<file path="config.mk">
export PLATFORM = sky130hd
export DESIGN_NAME = nco_iq_sequencer
export DESIGN_NICKNAME = d
export VERILOG_FILES = /design/src/rtl/nco_iq_sequencer.sv
export SDC_FILE = /design/constraint.sdc
export NUM_CORES = 1
export LEC_CHECK = 0
export CAP_MARGIN = 20
export CELL_PAD_IN_SITES_DETAIL_PLACEMENT = 0
export CELL_PAD_IN_SITES_GLOBAL_PLACEMENT = 1
export CORE_ASPECT_RATIO = 0.6
export CORE_UTILIZATION = 30
export CTS_CLUSTER_DIAMETER = 60
export DETAILED_ROUTE_END_ITERATION = 8
export HOLD_SLACK_MARGIN = 0.1
export PLACE_DENSITY = 0.7
export SYNTH_ARGS = -nofsm -noshare
export SYNTH_HDL_FRONTEND = slang
export SYNTH_SLANG_ARGS = --single-unit
</file>
<file path="constraint.sdc">
create_clock -name clk -period 2.75 [get_ports clk]
set_clock_uncertainty 0.2 [all_clocks]
set_input_delay 0.275 -clock clk [delete_from_list [all_inputs] [get_ports clk]]
set_output_delay 0.275 -clock clk [all_outputs]
set_load 0.01 [all_outputs]
</file>
<file path="src/rtl/nco_iq_sequencer.sv">
// NCO controller: owns phase/FCW and time-multiplexes one SineLut to produce
// a cosine (I) / sine (Q) pair per phase step on a valid/ready interface.
module nco_iq_sequencer #(
    parameter int unsigned PHASE_BITS  = 32,
    parameter int unsigned ADDR_BITS   = 10,
    parameter int unsigned DW          = 16,
    parameter int unsigned LUT_LATENCY = 1
) (
    input  logic                         clk,
    input  logic                         rst,
    input  logic                         en_i,
    input  logic        [PHASE_BITS-1:0] fcw_i,
    input  logic                         fcw_load_i,
    input  logic                         phase_clr_i,
    output logic        [ADDR_BITS-1:0]  lut_addr_o,
    input  logic signed [DW-1:0]         lut_sample_i,
    output logic signed [DW-1:0]         i_o,
    output logic signed [DW-1:0]         q_o,
    output logic                         valid_o,
    input  logic                         ready_i,
    output logic                         busy_o
);

    localparam int unsigned CNT_W = (LUT_LATENCY < 2) ? 1 : $clog2(LUT_LATENCY + 1);
    localparam logic [CNT_W-1:0]     LAT_LAST = CNT_W'(LUT_LATENCY);
    localparam logic [CNT_W-1:0]     LAT_I    = CNT_W'(LUT_LATENCY - 1);
    localparam logic [ADDR_BITS-1:0] QUARTER  = ADDR_BITS'(2 ** (ADDR_BITS - 2));

    typedef enum logic [2:0] {
        S_IDLE      = 3'd0,
        S_ISSUE_COS = 3'd1,
        S_ISSUE_SIN = 3'd2,
        S_WAIT      = 3'd3,
        S_HOLD      = 3'd4
    } state_e;

    state_e                state_q;
    state_e                state_d;
    logic [PHASE_BITS-1:0] phase_q;
    logic [PHASE_BITS-1:0] fcw_q;
    logic [ADDR_BITS-1:0]  sin_addr_q;
    logic [CNT_W-1:0]      lat_cnt_q;
    logic [ADDR_BITS-1:0]  base;
    logic [ADDR_BITS-1:0]  cos_addr;

    logic issue_cos_c;
    logic issue_sin_c;
    logic cap_i_c;
    logic cap_q_c;
    logic cnt_inc_c;
    logic advance_c;
    logic valid_d;
    logic busy_d;

    assign base     = phase_q[PHASE_BITS-1 -: ADDR_BITS];
    assign cos_addr = base + QUARTER;

    // State register
    always_ff @(posedge clk or negedge rst) begin
        if (!rst) begin
            state_q <= S_IDLE;
        end else begin
            state_q <= state_d;
        end
    end

    // Next-state logic
    always_comb begin
        state_d = state_q;
        case (state_q)
            S_IDLE:      if (en_i) state_d = S_ISSUE_COS;
            S_ISSUE_COS: state_d = S_ISSUE_SIN;
            S_ISSUE_SIN: state_d = S_WAIT;
            S_WAIT:      if (lat_cnt_q == LAT_LAST) state_d = S_HOLD;
            S_HOLD:      if (ready_i) state_d = en_i ? S_ISSUE_COS : S_IDLE;
            default:     state_d = S_IDLE;
        endcase
    end

    // Control strobes; i/q capture points are counted from each address issue
    always_comb begin
        issue_cos_c = 1'b0;
        issue_sin_c = 1'b0;
        cap_i_c     = 1'b0;
        cap_q_c     = 1'b0;
        cnt_inc_c   = 1'b0;
        advance_c   = 1'b0;
        valid_d     = valid_o;
        busy_d      = (state_d == S_ISSUE_COS) || (state_d == S_ISSUE_SIN) ||
                      (state_d == S_WAIT);
        case (state_q)
            S_ISSUE_COS: issue_cos_c = 1'b1;
            S_ISSUE_SIN: begin
                issue_sin_c = 1'b1;
                if (LUT_LATENCY == 1) cap_i_c = 1'b1;
            end
            S_WAIT: begin
                if ((LUT_LATENCY > 1) && (lat_cnt_q == LAT_I)) cap_i_c = 1'b1;
                if (lat_cnt_q == LAT_LAST) begin
                    cap_q_c = 1'b1;
                    valid_d = 1'b1;
                end else begin
                    cnt_inc_c = 1'b1;
                end
            end
            S_HOLD: begin
                if (ready_i) begin
                    advance_c = 1'b1;
                    valid_d   = 1'b0;
                end
            end
            default: ;
        endcase
    end

    // Datapath; sine address is latched with the cosine so a mid-pair clear cannot split the pair
    always_ff @(posedge clk or negedge rst) begin
        if (!rst) begin
            phase_q    <= '0;
            fcw_q      <= '0;
            sin_addr_q <= '0;
            lat_cnt_q  <= '0;
            lut_addr_o <= '0;
            i_o        <= '0;
            q_o        <= '0;
            valid_o    <= 1'b0;
            busy_o     <= 1'b0;
        end else begin
            if (fcw_load_i) fcw_q <= fcw_i;
            if (phase_clr_i) begin
                phase_q <= '0;
            end else if (advance_c) begin
                phase_q <= phase_q + fcw_q;
            end
            if (issue_cos_c) begin
                lut_addr_o <= cos_addr;
                sin_addr_q <= base;
            end
            if (issue_sin_c) begin
                lut_addr_o <= sin_addr_q;
                lat_cnt_q  <= CNT_W'(1);
            end else if (cnt_inc_c) begin
                lat_cnt_q  <= lat_cnt_q + CNT_W'(1);
            end
            if (cap_i_c) i_o <= lut_sample_i;
            if (cap_q_c) q_o <= lut_sample_i;
            valid_o <= valid_d;
            busy_o  <= busy_d;
        end
    end

endmodule

</file>
==> results.txt <==
outcome: complete, but fails checks
violated checks: setup timing
drt total wl: 16.1 mm
R2R Setup Slk: -0.03 ns
Final Wtd Congestion: 0.867
antenna violations before repair: 0
vias post-DR: 5015
Worst slew margin: 55.9%
PnR worst setup slack: -0.0306 ns
area grow syn2layout: 37.0%
ANT nets after route: 0
Via-to-Cell Ratio: 4.96
CP max FO: 3
number of buffers created by CTS: 17
Worst Tran Pin Value: 0.660 ns
Psw: 2.23 mW
pwr dens: 819 nW/um^2
largest family of logic cells by synthesized area: compound AO/OA/AOI/OAI gates
XOR/XNOR share of the synthesized area: 2.62%
Max Fclk: 360 MHz
synthesized flop and latch total: 122
CP max-delay cell: a2111o_1
worst path required time: 2.88 ns
Pwr Total: 7.13 mW
fin. max-slew vios: 0
average routed wire per standard cell: 16.0 microns
FF-to-FF Start: phase_q[0]
die area: 21800 sq um
clk buf depth: 2
Reg clk slew, reported paths: 0.06 ns
n_diodes: 0
sequential share of power: 34.7%
Compound-Gate Fraction of Synth Area: 14.2%
Hold Worst Slack: 0.185 ns
Sw Share: 31.3%
YS warnings: 0
top_reg_cell synth: dfrtp_1
Max-Cap Viols: 0
Worst Path Buf+Inv: 1
H-tree depth: 4
Seq/Total Area, Yosys: 48.0%
Non-Filler Cell Area, Final: 8700 sq um
adder-cell share of the synthesized area: 6.42%
Synth Net Count: 674
number of synthesized flops with an enable pin: 0
largest net degree at the start of global routing: 55
R2R Path End: phase_q[24]
dpl cell area: 7900 sq um
crit-path leading delay family: compound AO/OA/AOI/OAI gates
Syn Area/Cell: 10.8 sq um
# IOs: 98
CTS tree: built
RSZ-0062 raised after global routing: true
Tcrit/Tclk final: 101%
DRT iter0 DRCs: 367
core area: 20400 sq um
# rows: 40
sequential cell area: 3050 sq um
R2R depth: 12
Post-Synth Simple-Gate Area: 13.1%
global-route wire length before repair: 26.8 mm
Clk pwr share: 32.2%
Netlist cell types: 60
VDD IR max: 0.452 mV
Pre-antenna DRT Iters: 5
chip height: 115 microns
cell count after synthesis: 588
DRC viols: 0
later-pin clock latency in the skew report: 0.42 ns
final setup vio count: 2
vias in the first global route: 5100
combinational share of power: 33.0%
asr flop ratio synth: 100%
chip width: 190 microns
footprint of the multi-input gates: 3320 sq um
Post-Syn Area: 6350 sq um
final hold vios: 0
Final TNS setup: -0.0449 ns
crit-path max cell delay: 0.39 ns
Place WS: -0.198 ns
number of nets in the layout: 811
critical path, cell by cell: ha_2, inv_2, fa_2, nor2b_4, o2111ai_2, a21boi_2, a211o_1, nand2_2, o21ai_4, nand4_1, a2111o_1, o211ai_1
fin crit period: 2.78 ns
CP Capture Type: flip-flop
mux contribution to synthesized area: 13.5%
PortBufs: 97
clock sinks: 122
gr ovfl total: 0
CP Class: reg -> reg
root buffer cell: clkbuf_16
GRT Util Overall: 15.8%
Int Power: 4.90 mW
DP HPWL: 11.7 mm
HP Class: in -> async
Startpoint Class: flip-flop
crit path DAT: 2.91 ns
Initial Utilization: 31.2%
fill cell count: 1904
leakage: 3.91 nW
share of layout cells above drive strength 1: 27.0%
==> cell usage after synthesis, types with 2 or more instances <==
| cell | count | area share [%] |
|---|---|---|
| a22oi_1 | 9 | 1.1 |
| xnor2_1 | 10 | 1.4 |
| inv_1 | 7 | 0.41 |
| a31o_2 | 2 | 0.28 |
| mux2_2 | 73 | 13 |
| a31oi_1 | 2 | 0.20 |
| nand2_1 | 68 | 4.0 |
| a41oi_1 | 2 | 0.28 |
| a21o_1 | 21 | 2.5 |
| nor3_1 | 9 | 0.71 |
| or2_2 | 3 | 0.30 |
| nor2_1 | 30 | 1.8 |
| nand3_1 | 11 | 0.87 |
| nand3b_1 | 6 | 0.71 |
| and2_1 | 2 | 0.20 |
| and4_1 | 3 | 0.41 |
| clkbuf_1 | 25 | 1.5 |
| xor2_1 | 9 | 1.2 |
| dfrtp_1 | 122 | 48 |
| nand4_1 | 7 | 0.69 |
| nor2b_1 | 6 | 0.59 |
| mux2i_1 | 2 | 0.32 |
| nor3b_1 | 6 | 0.71 |
| o211ai_1 | 4 | 0.47 |
| nand4b_1 | 2 | 0.28 |
| buf_2 | 2 | 0.16 |
| ha_1 | 31 | 6.1 |
| a211o_1 | 3 | 0.41 |
| and3_1 | 4 | 0.39 |
| nand2b_1 | 4 | 0.39 |
| a21oi_1 | 48 | 3.8 |
| nand2_2 | 2 | 0.20 |
| o21ai_0 | 16 | 1.3 |
| a211oi_1 | 6 | 0.71 |
| a21boi_1 | 2 | 0.24 |
| o21ai_1 | 2 | 0.16 |
| or3_1 | 4 | 0.39 |
==> worst max path at each step <==
stage | start | to | slack [ns] | depth (start not counted)
4_1_cts | fcw_q[0] | phase_q[26] | -0.03 | 13
5_1_grt | phase_q[0] | phase_q[24] | -0.16 | 12
3_5_place_dp | fcw_q[0] | phase_q[24] | -0.20 | 12
2_1_floorplan | phase_q[0] | phase_q[24] | 0.03 | 12
3_3_place_gp | phase_q[0] | phase_q[24] | -0.09 | 12
6_report | phase_q[0] | phase_q[24] | -0.03 | 12
==> area by class of cell <==
cell class / instances / share of cell area (%)
clock buffers: 17 / 4.89
clock inverters: 15 / 2.03
inverters: 7 / 0.302
multi-input cells: 431 / 38.2
flip-flops and latches: 122 / 35.1
well taps: 273 / 3.92
repair buffers: 146 / 15.6
==> state kept, by name (all words and copies together) (netlist names) <==
name / cells
i_o: 16
valid_o: 1
state_q: 3
sin_addr_q: 10
fcw_q: 32
q_o: 16
phase_q: 32
lut_addr_o: 10
lat_cnt_q: 1
busy_o: 1
==> kinds of logic (layout without fill, tap and decap cells) <==
kind of cell / count (synthesis) / in the layout
AO/OA/AOI/OAI: 134 / 134
XOR/XNOR: 19 / 19
adder cells (fa/ha/maj): 32 / 32
buffers and inverters: 35 / 185
flip-flops: 122 / 122
multiplexers: 76 / 76
AND/OR/NAND/NOR: 170 / 170
==> cells in the final DEF, fill, tap and decap left out, types with 3 or more instances in the layout <==
cell type and count:
a21oi_2 3, ha_1 25, o21ai_0 13, nand2_2 3
dfrtp_1 122, inv_1 6, o211ai_1 4, nand2b_1 4
nand4_1 7, a211o_1 3, clkdlybuf4s50_1 96, buf_4 46
o21ai_1 4, nand3b_1 6, xor2_1 9, nor3_1 9
nor3b_1 5, a21oi_1 45, or2_2 3, clkbuf_16 17
and3_1 4, ha_2 4, nand2_1 66, and4_1 3
inv_6 9, nor2_1 28, a22oi_1 9, nor2b_1 5
xnor2_1 9, a211oi_1 4, or3_1 4, nand3_1 10
mux2_2 73, a21o_1 21
==> timing repair <==
| action | 4_1_cts | 5_1_grt |
|---|---|---|
| endpoints found under the hold margin | 40 | 0 |
| buffers inserted | 3 | 3 |
| hold buffers | 1 | 0 |
| pin swaps | 9 | 11 |
| gates resized for setup | 8 | 28 |
| endpoints found under the setup margin | 12 | 14 |
==> per-stage QoR <==
step / util, % / cells
after CTS: 42.1 / 1009
final: 42.7 / 1011
after global routing: 42.7 / 1011
after floorplan: - / 588
after global placement: 38.8 / 973
after detailed placement: 38.8 / 973
==> per-layer routing <==
layer / vias up / routed length, microns / GRT usage, %
li1: 2408 / - / -
met1: 2464 / 8520 / 23.7
met2: 125 / 6620 / 22.2
met3: 18 / 779 / 3.36
met4: 0 / 217 / 5.65
met5: - / 0 / 0
==> power by group through the flow <==
stage	combinational, mW	sequential [mW]	clock, mW
after floorplan	1.12	2.58	0
after global placement	2.27	2.48	0
after detailed placement	2.32	2.51	0
after CTS	2.34	2.48	2.37
after global routing	2.57	2.53	2.45
final	2.36	2.48	2.30
(Power assumes the default switching activity.)
